--- src/rtl/cnn_pkg.sv ---
`default_nettype none
// ============================================================================
//  Module      : cnn_pkg
//  Description : Shared constants and types for the CNN layer engines:
//                default feature width, conv1/P1 map sizes, memory address
//                widths and the pooling engine state encoding.
//  Revision    : 1.0 - initial release
// ============================================================================
package cnn_pkg;

   localparam int CNN_DATA_W = 16;             // default pixel/feature width
   localparam int CONV1_DIM  = 24;             // conv1 feature-map side
   localparam int P1_DIM     = CONV1_DIM / 2;  // pooled map side
   localparam int RD_ADDR_W  = 10;             // conv1 memory address width
   localparam int WR_ADDR_W  = 8;              // P1 memory address width

   typedef enum logic [1:0] {
      IDLE  = 2'd0,
      ISSUE = 2'd1,
      DRAIN = 2'd2
   } pool_state_t;

endpackage
`default_nettype wire

--- src/rtl/pool1_engine_if.sv ---
`default_nettype none
// ============================================================================
//  Module      : pool1_engine_if
//  Description : Bundle of the pooling engine's control and memory signals.
//                master : engine side (drives addresses, write port, status)
//                slave  : environment side (drives start and read data)
//  Signals     : start, rd_addr0..3, rd_data0..3, wr_addr, wr_data, wr_en,
//                busy, done
//  Revision    : 1.0 - initial release
// ============================================================================
interface pool1_engine_if
   import cnn_pkg::*;
#(
   parameter int DATA_W = CNN_DATA_W
);

   logic                 start;
   logic [RD_ADDR_W-1:0] rd_addr0;
   logic [RD_ADDR_W-1:0] rd_addr1;
   logic [RD_ADDR_W-1:0] rd_addr2;
   logic [RD_ADDR_W-1:0] rd_addr3;
   logic [DATA_W-1:0]    rd_data0;
   logic [DATA_W-1:0]    rd_data1;
   logic [DATA_W-1:0]    rd_data2;
   logic [DATA_W-1:0]    rd_data3;
   logic [WR_ADDR_W-1:0] wr_addr;
   logic [DATA_W-1:0]    wr_data;
   logic                 wr_en;
   logic                 busy;
   logic                 done;

   modport master (
      input  start, rd_data0, rd_data1, rd_data2, rd_data3,
      output rd_addr0, rd_addr1, rd_addr2, rd_addr3,
      output wr_addr, wr_data, wr_en, busy, done
   );

   modport slave (
      output start, rd_data0, rd_data1, rd_data2, rd_data3,
      input  rd_addr0, rd_addr1, rd_addr2, rd_addr3,
      input  wr_addr, wr_data, wr_en, busy, done
   );

endinterface
`default_nettype wire

--- src/rtl/pool1_engine_max4_relu.sv ---
`default_nettype none
// ============================================================================
//  Module      : max4_relu
//  Description : Combinational signed maximum of four words with optional
//                clamp of negative results to zero.
//  Ports       : a, b, c, d (in, signed DATA_W) - window words
//                y          (out, DATA_W)       - pooled value
//  Revision    : 1.0 - initial release
// ============================================================================
module max4_relu #(
   parameter int DATA_W  = 16,
   parameter int RELU_EN = 1
) (
   input  logic signed [DATA_W-1:0] a,
   input  logic signed [DATA_W-1:0] b,
   input  logic signed [DATA_W-1:0] c,
   input  logic signed [DATA_W-1:0] d,
   output logic        [DATA_W-1:0] y
);

   logic signed [DATA_W-1:0] w_max_ab;
   logic signed [DATA_W-1:0] w_max_cd;
   logic signed [DATA_W-1:0] w_max;

   always_comb begin
      w_max_ab = (a > b) ? a : b;
      w_max_cd = (c > d) ? c : d;
      w_max    = (w_max_ab > w_max_cd) ? w_max_ab : w_max_cd;
   end

   generate
      if (RELU_EN != 0) begin : g_relu
         assign y = w_max[DATA_W-1] ? '0 : w_max;
      end else begin : g_pass
         assign y = w_max;
      end
   endgenerate

endmodule
`default_nettype wire

--- src/rtl/pool1_engine.sv ---
`default_nettype none
// ============================================================================
//  Module      : pool1_engine
//  Description : 2x2 / stride-2 max-pooling engine. On start it walks every
//                2x2 window of the IN_DIM x IN_DIM conv1 map (one per cycle,
//                column first), reads the four words, and writes the signed
//                maximum (optionally ReLU-clamped) to consecutive P1 addresses.
//  Ports       : clk   (in)  - clock, rising edge
//                reset (in)  - asynchronous, active-low reset
//                bus   (pool1_engine_if.master) - start, 4 read ports,
//                        write port, busy, done
//  Revision    : 1.0 - initial release
// ============================================================================
module pool1_engine
   import cnn_pkg::*;
#(
   parameter int DATA_W  = CNN_DATA_W,
   parameter int IN_DIM  = CONV1_DIM,
   parameter int RELU_EN = 1
) (
   input  logic           clk,
   input  logic           reset,
   pool1_engine_if.master bus
);

   localparam int                   c_half     = IN_DIM / 2;
   localparam logic [RD_ADDR_W-1:0] c_last_idx = RD_ADDR_W'(c_half - 1);
   localparam logic [RD_ADDR_W-1:0] c_dim      = RD_ADDR_W'(IN_DIM);
   // From the last window of a row pair to the first of the next pair:
   // skip the rest of the current row plus the whole second row.
   localparam logic [RD_ADDR_W-1:0] c_row_step = RD_ADDR_W'(IN_DIM + 2);

   pool_state_t          r_state;
   pool_state_t          w_next_state;
   logic                 w_accept;
   logic                 w_last_col;
   logic                 w_last_win;
   logic [RD_ADDR_W-1:0] w_next_base;

   logic [RD_ADDR_W-1:0] r_col;
   logic [RD_ADDR_W-1:0] r_row;
   logic [RD_ADDR_W-1:0] r_rd_addr0;
   logic [RD_ADDR_W-1:0] r_rd_addr1;
   logic [RD_ADDR_W-1:0] r_rd_addr2;
   logic [RD_ADDR_W-1:0] r_rd_addr3;
   logic                 r_data_vld;   // read data for an issued window is on rd_data*
   logic                 r_drain_cnt;
   logic [WR_ADDR_W-1:0] r_wr_cnt;
   logic [WR_ADDR_W-1:0] r_wr_addr;
   logic [DATA_W-1:0]    r_wr_data;
   logic                 r_wr_en;
   logic                 r_done;
   logic [DATA_W-1:0]    w_pooled;

   assign w_last_col  = (r_col == c_last_idx);
   assign w_last_win  = w_last_col && (r_row == c_last_idx);
   assign w_next_base = r_rd_addr0 + (w_last_col ? c_row_step : RD_ADDR_W'(2));

   // ---------------------------------------------------------------------
   // Next-state logic
   // ---------------------------------------------------------------------
   always_comb begin
      w_next_state = r_state;
      w_accept     = 1'b0;
      case (r_state)
         IDLE: begin
            if (bus.start) begin
               w_next_state = ISSUE;
               w_accept     = 1'b1;
            end
         end
         ISSUE: begin
            if (w_last_win) begin
               w_next_state = DRAIN;
            end
         end
         DRAIN: begin
            if (r_drain_cnt) begin
               w_next_state = IDLE;
            end
         end
         default: begin
            w_next_state = IDLE;
         end
      endcase
   end

   always_ff @(posedge clk or negedge reset) begin
      if (!reset) begin
         r_state <= IDLE;
      end else begin
         r_state <= w_next_state;
      end
   end

   // ---------------------------------------------------------------------
   // Address walk, read-data pipeline and write port
   // ---------------------------------------------------------------------
   always_ff @(posedge clk or negedge reset) begin
      if (!reset) begin
         r_col       <= '0;
         r_row       <= '0;
         r_rd_addr0  <= '0;
         r_rd_addr1  <= '0;
         r_rd_addr2  <= '0;
         r_rd_addr3  <= '0;
         r_data_vld  <= 1'b0;
         r_drain_cnt <= 1'b0;
         r_wr_cnt    <= '0;
         r_wr_addr   <= '0;
         r_wr_data   <= '0;
         r_wr_en     <= 1'b0;
         r_done      <= 1'b0;
      end else begin
         r_data_vld  <= (r_state == ISSUE);
         r_drain_cnt <= (r_state == DRAIN) && !r_drain_cnt;
         // The last write leaves the pipe on the second drain cycle.
         r_done      <= (r_state == DRAIN) && !r_drain_cnt;
         r_wr_en     <= r_data_vld;

         if (w_accept) begin
            r_col      <= '0;
            r_row      <= '0;
            r_rd_addr0 <= '0;
            r_rd_addr1 <= RD_ADDR_W'(1);
            r_rd_addr2 <= c_dim;
            r_rd_addr3 <= c_dim + RD_ADDR_W'(1);
            r_wr_cnt   <= '0;
         end else if ((r_state == ISSUE) && !w_last_win) begin
            if (w_last_col) begin
               r_col <= '0;
               r_row <= r_row + RD_ADDR_W'(1);
            end else begin
               r_col <= r_col + RD_ADDR_W'(1);
            end
            r_rd_addr0 <= w_next_base;
            r_rd_addr1 <= w_next_base + RD_ADDR_W'(1);
            r_rd_addr2 <= w_next_base + c_dim;
            r_rd_addr3 <= w_next_base + c_dim + RD_ADDR_W'(1);
         end

         if (r_data_vld) begin
            r_wr_data <= w_pooled;
            r_wr_addr <= r_wr_cnt;
            r_wr_cnt  <= r_wr_cnt + WR_ADDR_W'(1);
         end
      end
   end

   max4_relu #(
      .DATA_W  (DATA_W),
      .RELU_EN (RELU_EN)
   ) u_max4_relu (
      .a (bus.rd_data0),
      .b (bus.rd_data1),
      .c (bus.rd_data2),
      .d (bus.rd_data3),
      .y (w_pooled)
   );

   assign bus.rd_addr0 = r_rd_addr0;
   assign bus.rd_addr1 = r_rd_addr1;
   assign bus.rd_addr2 = r_rd_addr2;
   assign bus.rd_addr3 = r_rd_addr3;
   assign bus.wr_addr  = r_wr_addr;
   assign bus.wr_data  = r_wr_data;
   assign bus.wr_en    = r_wr_en;
   assign bus.busy     = (r_state != IDLE);
   assign bus.done     = r_done;

endmodule
`default_nettype wire
--- src/flat_wrapper.sv ---
// flat-port wrapper written by rule: the top's interface ports become plain ports
module pool1_engine_flat import cnn_pkg::*;
#(
   parameter int DATA_W  = CNN_DATA_W,
   parameter int IN_DIM  = CONV1_DIM,
   parameter int RELU_EN = 1
)
  (clk, reset, bus_start, bus_rd_data0, bus_rd_data1, bus_rd_data2, bus_rd_data3, bus_rd_addr0, bus_rd_addr1, bus_rd_addr2, bus_rd_addr3, bus_wr_addr, bus_wr_data, bus_wr_en, bus_busy, bus_done);
  pool1_engine_if #(.DATA_W(DATA_W)) bus_i ();
  input  logic clk;
  input  logic reset;
  input wire logic [$bits(bus_i.start)-1:0] bus_start;
  input wire logic [$bits(bus_i.rd_data0)-1:0] bus_rd_data0;
  input wire logic [$bits(bus_i.rd_data1)-1:0] bus_rd_data1;
  input wire logic [$bits(bus_i.rd_data2)-1:0] bus_rd_data2;
  input wire logic [$bits(bus_i.rd_data3)-1:0] bus_rd_data3;
  output wire logic [$bits(bus_i.rd_addr0)-1:0] bus_rd_addr0;
  output wire logic [$bits(bus_i.rd_addr1)-1:0] bus_rd_addr1;
  output wire logic [$bits(bus_i.rd_addr2)-1:0] bus_rd_addr2;
  output wire logic [$bits(bus_i.rd_addr3)-1:0] bus_rd_addr3;
  output wire logic [$bits(bus_i.wr_addr)-1:0] bus_wr_addr;
  output wire logic [$bits(bus_i.wr_data)-1:0] bus_wr_data;
  output wire logic [$bits(bus_i.wr_en)-1:0] bus_wr_en;
  output wire logic [$bits(bus_i.busy)-1:0] bus_busy;
  output wire logic [$bits(bus_i.done)-1:0] bus_done;
  assign bus_i.start = bus_start;
  assign bus_i.rd_data0 = bus_rd_data0;
  assign bus_i.rd_data1 = bus_rd_data1;
  assign bus_i.rd_data2 = bus_rd_data2;
  assign bus_i.rd_data3 = bus_rd_data3;
  assign bus_rd_addr0 = bus_i.rd_addr0;
  assign bus_rd_addr1 = bus_i.rd_addr1;
  assign bus_rd_addr2 = bus_i.rd_addr2;
  assign bus_rd_addr3 = bus_i.rd_addr3;
  assign bus_wr_addr = bus_i.wr_addr;
  assign bus_wr_data = bus_i.wr_data;
  assign bus_wr_en = bus_i.wr_en;
  assign bus_busy = bus_i.busy;
  assign bus_done = bus_i.done;
  pool1_engine #(.DATA_W(DATA_W), .IN_DIM(IN_DIM), .RELU_EN(RELU_EN)) u_core (.clk(clk), .reset(reset), .bus(bus_i));
endmodule
--- config.mk ---
export PLATFORM = sky130hd
export DESIGN_NAME = pool1_engine_flat
export DESIGN_NICKNAME = d
export VERILOG_FILES = /design/src/rtl/cnn_pkg.sv /design/src/rtl/pool1_engine_if.sv /design/src/rtl/pool1_engine_max4_relu.sv /design/src/rtl/pool1_engine.sv /design/src/flat_wrapper.sv
export SDC_FILE = /design/constraint.sdc
export NUM_CORES = 1
export LEC_CHECK = 0
export ABC_AREA = 1
export BUFFER_PORTS_ARGS = -buffer_cell sky130_fd_sc_hd__buf_4
export CELL_PAD_IN_SITES_DETAIL_PLACEMENT = 2
export CELL_PAD_IN_SITES_GLOBAL_PLACEMENT = 2
export CORE_MARGIN = 2
export CORE_UTILIZATION = 33
export CTS_CLUSTER_DIAMETER = 150
export DETAILED_ROUTE_END_ITERATION = 6
export PLACE_DENSITY = 0.89
export SLEW_MARGIN = 0
export SYNTH_ARGS = -nofsm -noshare
export SYNTH_HDL_FRONTEND = slang
export SYNTH_SLANG_ARGS = --single-unit
--- constraint.sdc ---
create_clock -name clk -period 7.24 [get_ports clk]
set_input_delay 0 -clock clk [delete_from_list [all_inputs] [get_ports clk]]
set_output_delay 0 -clock clk [all_outputs]
set_load 0.05 [all_outputs]
==> results of run 1 <==
-- stage by stage --
stage | worst slack (ns) | power (uW) | hold WS, ns | instance area [um2] | utilization, %
after floorplan | 4.250 | 969.7 | -0.2956 | 6309 | -
after global placement | 3.009 | 1164 | -0.05320 | 7423 | 39.69
after detailed placement | 2.711 | 1196 | -0.04540 | 7423 | 39.69
after CTS | 3.109 | 1687 | 0.1225 | 7740 | 41.38
after global routing | 2.578 | 1773 | 0.1369 | 7740 | 41.38
final | 3.097 | 1673 | 0.1063 | 7740 | 41.38
-- critical path, delay by kind of cell --
| family | cells | cell delay, ns |
|---|---|---|
| and+or+nand+nor | 17 | 2.96 |
| AOI/OAI and AO/OA | 1 | 0.18 |
| buffers and inverters | 3 | 0.65 |
| adders and majority gates | 2 | 0.63 |
-- power by group --
part / internal, uW / leakage, uW / switching (uW)
logic: 186 / 0.00306 / 427
registers: 541 / 0.00107 / 33.0
clock network: 247 / 0.000150 / 239
-- cells in the final DEF (no fill, tap or decap), types with 6 or more instances in the layout --
cell and count:
nor3_1 14, nand2_1 258, inv_1 127, clkbuf_16 9, nand4_1 42, nand3_1 66, o21ai_0 31, xor2_1 9
dfrtp_1 90, and2_1 16, o31ai_1 6, ha_1 57, a21oi_1 31, nor2_1 47, buf_4 134
-- sequential cells by signal (all words and copies together) (netlist names) --
signal,cells
u_core.bus.rd_addr3,10
u_core.r_data_vld,1
u_core.bus.wr_addr,8
u_core.bus.rd_addr0,7
u_core.bus.rd_addr1,7
u_core.r_wr_cnt,8
u_core.r_state,2
u_core.bus.rd_addr2,10
u_core.r_col,10
u_core.r_drain_cnt,1
u_core.r_row,10
u_core.bus.wr_data,15
u_core.bus.wr_en,1
-- per-layer routing --
layer | routed length [um] | GRT usage, % | up-vias
met2 | 11350 | 40.96 | 102
met5 | 0 | 0 | -
met1 | 10510 | 31.37 | 3146
li1 | - | - | 3025
met4 | 336 | 5.579 | 0
met3 | 959 | 4.610 | 23
-- how the worst max path moves through the flow --
stage	startpoint	end	slack (ns)
2_1_floorplan	bus_rd_data1[11]	u_core.bus.wr_data[2]$_DFFE_PN0P_	4.25
3_3_place_gp	bus_rd_data1[11]	u_core.bus.wr_data[5]$_DFFE_PN0P_	3.01
3_5_place_dp	bus_rd_data1[15]	u_core.bus.wr_data[2]$_DFFE_PN0P_	2.71
4_1_cts	bus_rd_data1[11]	u_core.bus.wr_data[2]$_DFFE_PN0P_	3.11
5_1_grt	bus_rd_data1[15]	u_core.bus.wr_data[4]$_DFFE_PN0P_	2.58
6_report	bus_rd_data1[11]	u_core.bus.wr_data[4]$_DFFE_PN0P_	3.10
-- kinds of logic (layout without fill, tap and decap cells) --
group | Yosys count | in the layout | share of synthesized area [%]
AO/OA/AOI/OAI | 83 | 83 | 7.343
XOR/XNOR | 9 | 9 | 1.250
adder cells (fa/ha/maj) | 57 | 57 | 11.31
buffers and inverters | 160 | 281 | 10.66
flip-flops | 90 | 90 | 35.72
other | 1 | 2 | 0.05948
AND/OR/NAND/NOR | 466 | 466 | 33.66
-- layout make-up --
type	count	area, um2
well taps	234	292.8
clock inverters	7	81.33
flip-flops and latches	90	2252
clock buffers	9	225.2
inverters	130	488.0
multi-input cells	617	3385
fillers	2225	10970
repair buffers	135	1016
==> impl_metrics.yaml, run 1 <==
status:
  outcome: "complete, no violations"
yosys:
  synth_area_um2: 6305
  yosysTopAreaCell: "dfrtp_1"
  yosys_warnings: 0
  netlist-cell-type-count: 38
  ys_seq_area_share_pct: 35.72
  syn_inst: 866
  synth_async_sr_flop_share_pct: 100.0
  yosys-top-cells-count: "nand2_1 (258), inv_1 (127), dfrtp_1 (90)"
  ys.flop_type: "dfrtp_1"
  yosysTopAreaCellShare_pct: 35.72
  synth.area.top_cells: "dfrtp_1 (36%), nand2_1 (15%), ha_1 (11%)"
  yosys.cell_count.top_type: "nand2_1"
  synth.avg_cell_area_um2: 7.280
  synth-seq-cells: 90
  synth_edf_count: 0
drt:
  finalWirelength_mm: 23.15
  dr.pass1.iters: 4
  drtAntennaViolNets: 0
  avgRoutedWirePerCell_um: 18.94
  first_iter_violations: 273
  via_count: 6296
  vias_per_cell: 5.152
  drc: 0
critical_path:
  r2r_setup_slack_ns: 3.91
  r2r-start: "u_core.r_col[1]$_DFFE_PN0P_"
  critPathSlowestCell: "nand3_1"
  worstRegToRegCells: 15
  r2r-end: "u_core.bus.rd_addr3[9]$_DFFE_PN0P_"
  crit_chain: "buf_4, inv_1, ha_1, nand4_1, nor3_2, nand3_1, nand3_4, nand2_1, and2_1, ha_1, a21oi_1, nand2_1, nand2_1, nand2_1, nand2_1, nand2_1, nand2_1, nand3_2, inv_1, nand3_1, nand2_2, nand3_1, nand2_1"
  crit_type: "input port to register"
  crit_arrival_ns: 4.44
  path_common_cell: "nand2_1"
  worst_ep_required_time_ns: 7.54
  cp_max_fo: 17
  slowest_delay_ns: 0.53
  critPathCaptureType: "register"
  cp-start-kind: "input port"
cts:
  cts_resized: 0
  clock_latency_ns: 0.37
  cts_buffers: 9
  postCtsSetupBuffers: 0
  clk_pin_slew_ns: 0.07
  clockRootBuffer: "clkbuf_16"
  cts-hold-fix-buffers: 1
  htree_levels: 3
  clock_path_buffers: 2
  clock-sinks: 90
  cts_tree: "built"
global_route:
  track_usage_pct: 23.96
  antenna_found_initial: 0
  grt_overflow: 0
  grt_max_degree: 65
  grt_pass1_wl_mm: 38.14
  grt_pass1_vias: 7032
timing:
  hold_viol_final: 0
  worst_slew_pin_slew_ns: 0.9137
  fin_crit_ns: 4.143
  fin_skew_ns: 0.01472
  rsz0062_at_grt: "no"
  maxSlewViolCount: 0
  slew-limit-headroom_pct: 38.71
  setup_violations: 0
  setup_tns_ns: 0
  period_share_pct: 57.23
  timing.fmax_mhz: 241.4
pwr:
  powerDensity_nw_per_um2: 216.1
  irDropWorstVdd_mv: 0.1274
  leakage_uw: 0.004280
die:
  die_w_um: 142.2
  die_h_um: 142.2
  die-area_um2: 20230
  start_util_pct: 33.71
  fp.coreArea_um2: 18710
  ios: 134
  rows: 50
finish:
  fin_cells: 1222
  num_antenna_cells: 0
  drive_gt1_share_pct: 17.31
  nets: 1107
  area_growth_pct: 22.76
flow_run:
  drv_cap: 0
placed_design:
  io_buffers: 131
  gp_congestion: 0.8147
  dp_cells: 1205
  dp_hpwl_mm: 18.16
worst_hold_path:
  min_path_type: "input port to asynchronous set/reset pin"
No activity file was read; power rests on OpenSTA's default activity.
==> run 2: changes to the inputs <==
- ABC_AREA: 1 -> 0
- CORE_UTILIZATION: 33 -> 30
- PLACE_DENSITY: 0.89 -> 0.8
- clock period: 7.24 -> 3.4 ns (I/O delays scaled with it)
==> impl_metrics.yaml, run 2 <==
status:
  outcome: "complete, but fails checks"
  violations: "setup timing"
cts:
  cts_tree: "built"
  clock_path_buffers: 2
  clock-sinks: 90
  htree_levels: 3
  cts_buffers: 9
  clock_latency_ns: 0.36
  clk_pin_slew_ns: 0.07
  clockRootBuffer: "clkbuf_16"
critical_path:
  crit_type: "input port to register"
  cp-start-kind: "input port"
  critical-path-top-delay-family: "simple AND/OR/NAND/NOR gates"
  slowest_delay_ns: 0.53
  cp_max_fo: 7
  worst_ep_required_time_ns: 3.64
  path_buf_inv: 5
  crit_chain: "buf_4, inv_1, ha_1, nand2_1, or4_4, a21oi_4, nand4bb_4, nand2_4, buf_12, clkbuf_16, nand2_1, o21ai_0, ha_1, and4_4, and4_4, o21ai_4, and3_4, a221o_2, clkbuf_16, a221o_1, a31o_1"
  crit_arrival_ns: 4.35
  critPathSlowestCell: "or4_4"
  critPathCaptureType: "register"
die:
  rows: 53
  ios: 134
  start_util_pct: 30.35
  die-area_um2: 22310
  die_h_um: 149.4
  die_w_um: 149.4
  fp.coreArea_um2: 20890
yosys:
  ys_seq_area_share_pct: 35.52
  yosysTopAreaCellShare_pct: 35.52
  synth_area_um2: 6340
  yosys-top-cells-count: "nand2_1 (97), dfrtp_1 (90), ha_1 (57)"
  synth_edf_count: 0
  netlist-cell-type-count: 57
  synth_async_sr_flop_share_pct: 100.0
  synth.area.top_cells: "dfrtp_1 (36%), ha_1 (11%), nand2_1 (5.7%)"
  yosys_warnings: 0
  synth-seq-cells: 90
  syn_inst: 716
  yosys.cell_count.top_type: "nand2_1"
  synth.avg_cell_area_um2: 8.855
  ys.flop_type: "dfrtp_1"
  yosysTopAreaCell: "dfrtp_1"
global_route:
  grt_pass1_vias: 7269
  grt_pass1_wl_mm: 40.66
  grt_overflow: 0
  antenna_found_initial: 0
  track_usage_pct: 23.26
  grt_max_degree: 68
finish:
  final_common_cell: "buf_4"
  drive_gt1_share_pct: 37.30
  area_growth_pct: 47.40
  final_cell_mix: "buf_4 (244), nand2_1 (96), dfrtp_1 (89)"
  largest_reg_flops: 15
  nets: 1068
  post-route-util_pct: 44.74
  num_antenna_cells: 0
  fin_cells: 1224
pwr:
  irDropWorstVdd_mv: 0.5490
  leakage_uw: 0.004400
  powerDensity_nw_per_um2: 779.5
  totalPowerFinal_uw: 7284
timing:
  period_share_pct: 121.1
  timing.fmax_mhz: 242.9
  setup_violations: 15
  fin_skew_ns: 0.01124
  rsz0062_at_grt: "yes"
  maxSlewViolCount: 0
  worst_slew_pin_slew_ns: 0.9803
  setup_slack_ns: -0.7171
  fin_crit_ns: 4.117
  whs_ns: 0.04165
  hold_viol_final: 0
  slew-limit-headroom_pct: 34.65
drt:
  routed.top_layer: "met4"
  avgRoutedWirePerCell_um: 24.73
  dr.pass1.iters: 5
  vias_per_cell: 5.518
  finalWirelength_mm: 30.27
  wl_met2_mm: 15.41
  dr_wl_met3_mm: 1.258
  via_count: 6754
  drc: 0
  first_iter_violations: 240
  met1_length_mm: 12.42
  drtAntennaViolNets: 0
flow_run:
  drv_cap: 0
placed_design:
  dp_hpwl_mm: 19.28
  gp_congestion: 0.8668
  dp_cells: 1192
  io_buffers: 131
  dp_slack_ns: -0.8002
worst_hold_path:
  min_path_type: "input port to register"
-- run 2: metrics by stage --
stage	area (um2)	TNS (ns)
3_5_place_dp	8416	-11.48
2_1_floorplan	6476	-8.588
4_1_cts	8781	-5.891
6_report	9345	-10.14
3_3_place_gp	8416	-9.770
5_1_grt	9345	-12.67
-- run 2: final timing paths --
check,from,endpoint,slack (ns),depth (start not counted)
worst max-delay path,bus_rd_data1[11],u_core.bus.wr_data[7]$_DFFE_PN0P_,-0.72,21
worst min-delay path,bus_rd_data1[13],u_core.bus.wr_data[13]$_DFFE_PN0P_,0.04,3
worst max register to register,u_core.r_col[6]$_DFFE_PN0P_,u_core.bus.rd_addr2[9]$_DFFE_PN0P_,0.13,12
worst min register to register,u_core.r_drain_cnt$_DFF_PN0_,u_core.r_drain_cnt$_DFF_PN0_,0.46,1
max in group asynchronous,reset,u_core.bus.rd_addr1[8]$_DFFE_PN0P_,2.17,3
min in group asynchronous,reset,u_core.bus.wr_data[0]$_DFFE_PN0P_,0.34,2
-- run 2: worst register-to-register path: cells and delay by family, from the launching register on --
kind                       cells  cell delay (ns)
adders and majority gates      2             0.53
and+or+nand+nor                4             1.14
xor gates and xnor gates       2             0.22
DFF                            1             0.46
buffers and inverters          2             0.29
AOI/OAI and AO/OA              2             0.51
-- run 2: per-layer routing --
| metal | GRT usage (%) | vias up |
|---|---|---|
| met5 | 0 | - |
| met4 | 6.810 | 0 |
| met3 | 2.844 | 77 |
| met2 | 40.99 | 217 |
| met1 | 29.77 | 3436 |
| li1 | - | 3024 |
-- run 2: kinds of logic (layout without fill, tap and decap cells) --
kind of cell | count (synthesis) | in the layout | share of synthesized area (%)
adder cells (fa/ha/maj) | 57 | 57 | 11.25
other | 1 | 2 | 0.05915
flip-flops | 90 | 90 | 35.52
AND/OR/NAND/NOR | 245 | 245 | 18.77
XOR/XNOR | 23 | 23 | 3.177
multiplexers | 26 | 26 | 4.539
AO/OA/AOI/OAI | 183 | 184 | 20.35
buffers and inverters | 91 | 322 | 6.335
-- run 2: what timing repair did --
| action | 4_1_cts | 5_1_grt |
|---|---|---|
| buffers inserted | 1 | 8 |
| resized for setup | 4 | 68 |
| setup endpoints to repair | 15 | 23 |
| pin swaps | 4 | 35 |
| hold buffers | 2 | 0 |
| cloned | 1 | 5 |
| hold endpoints to repair | 67 | 0 |
-- run 2: power by group --
part	switching [uW]	internal (uW)	total (uW)
Sequential	443	1500	1940
Combinational	2660	1620	4280
Clock	479	580	1060
Total	3580	3700	7280
-- run 2: final cells by class --
cell class	count	area (um2)
fillers	2253	11540
multi-input cells	537	4177
flip-flops and latches	90	2253
repair buffers	257	2064
well taps	275	344.1
clock buffers	10	229.0
inverters	49	198.9
clock inverters	6	78.83
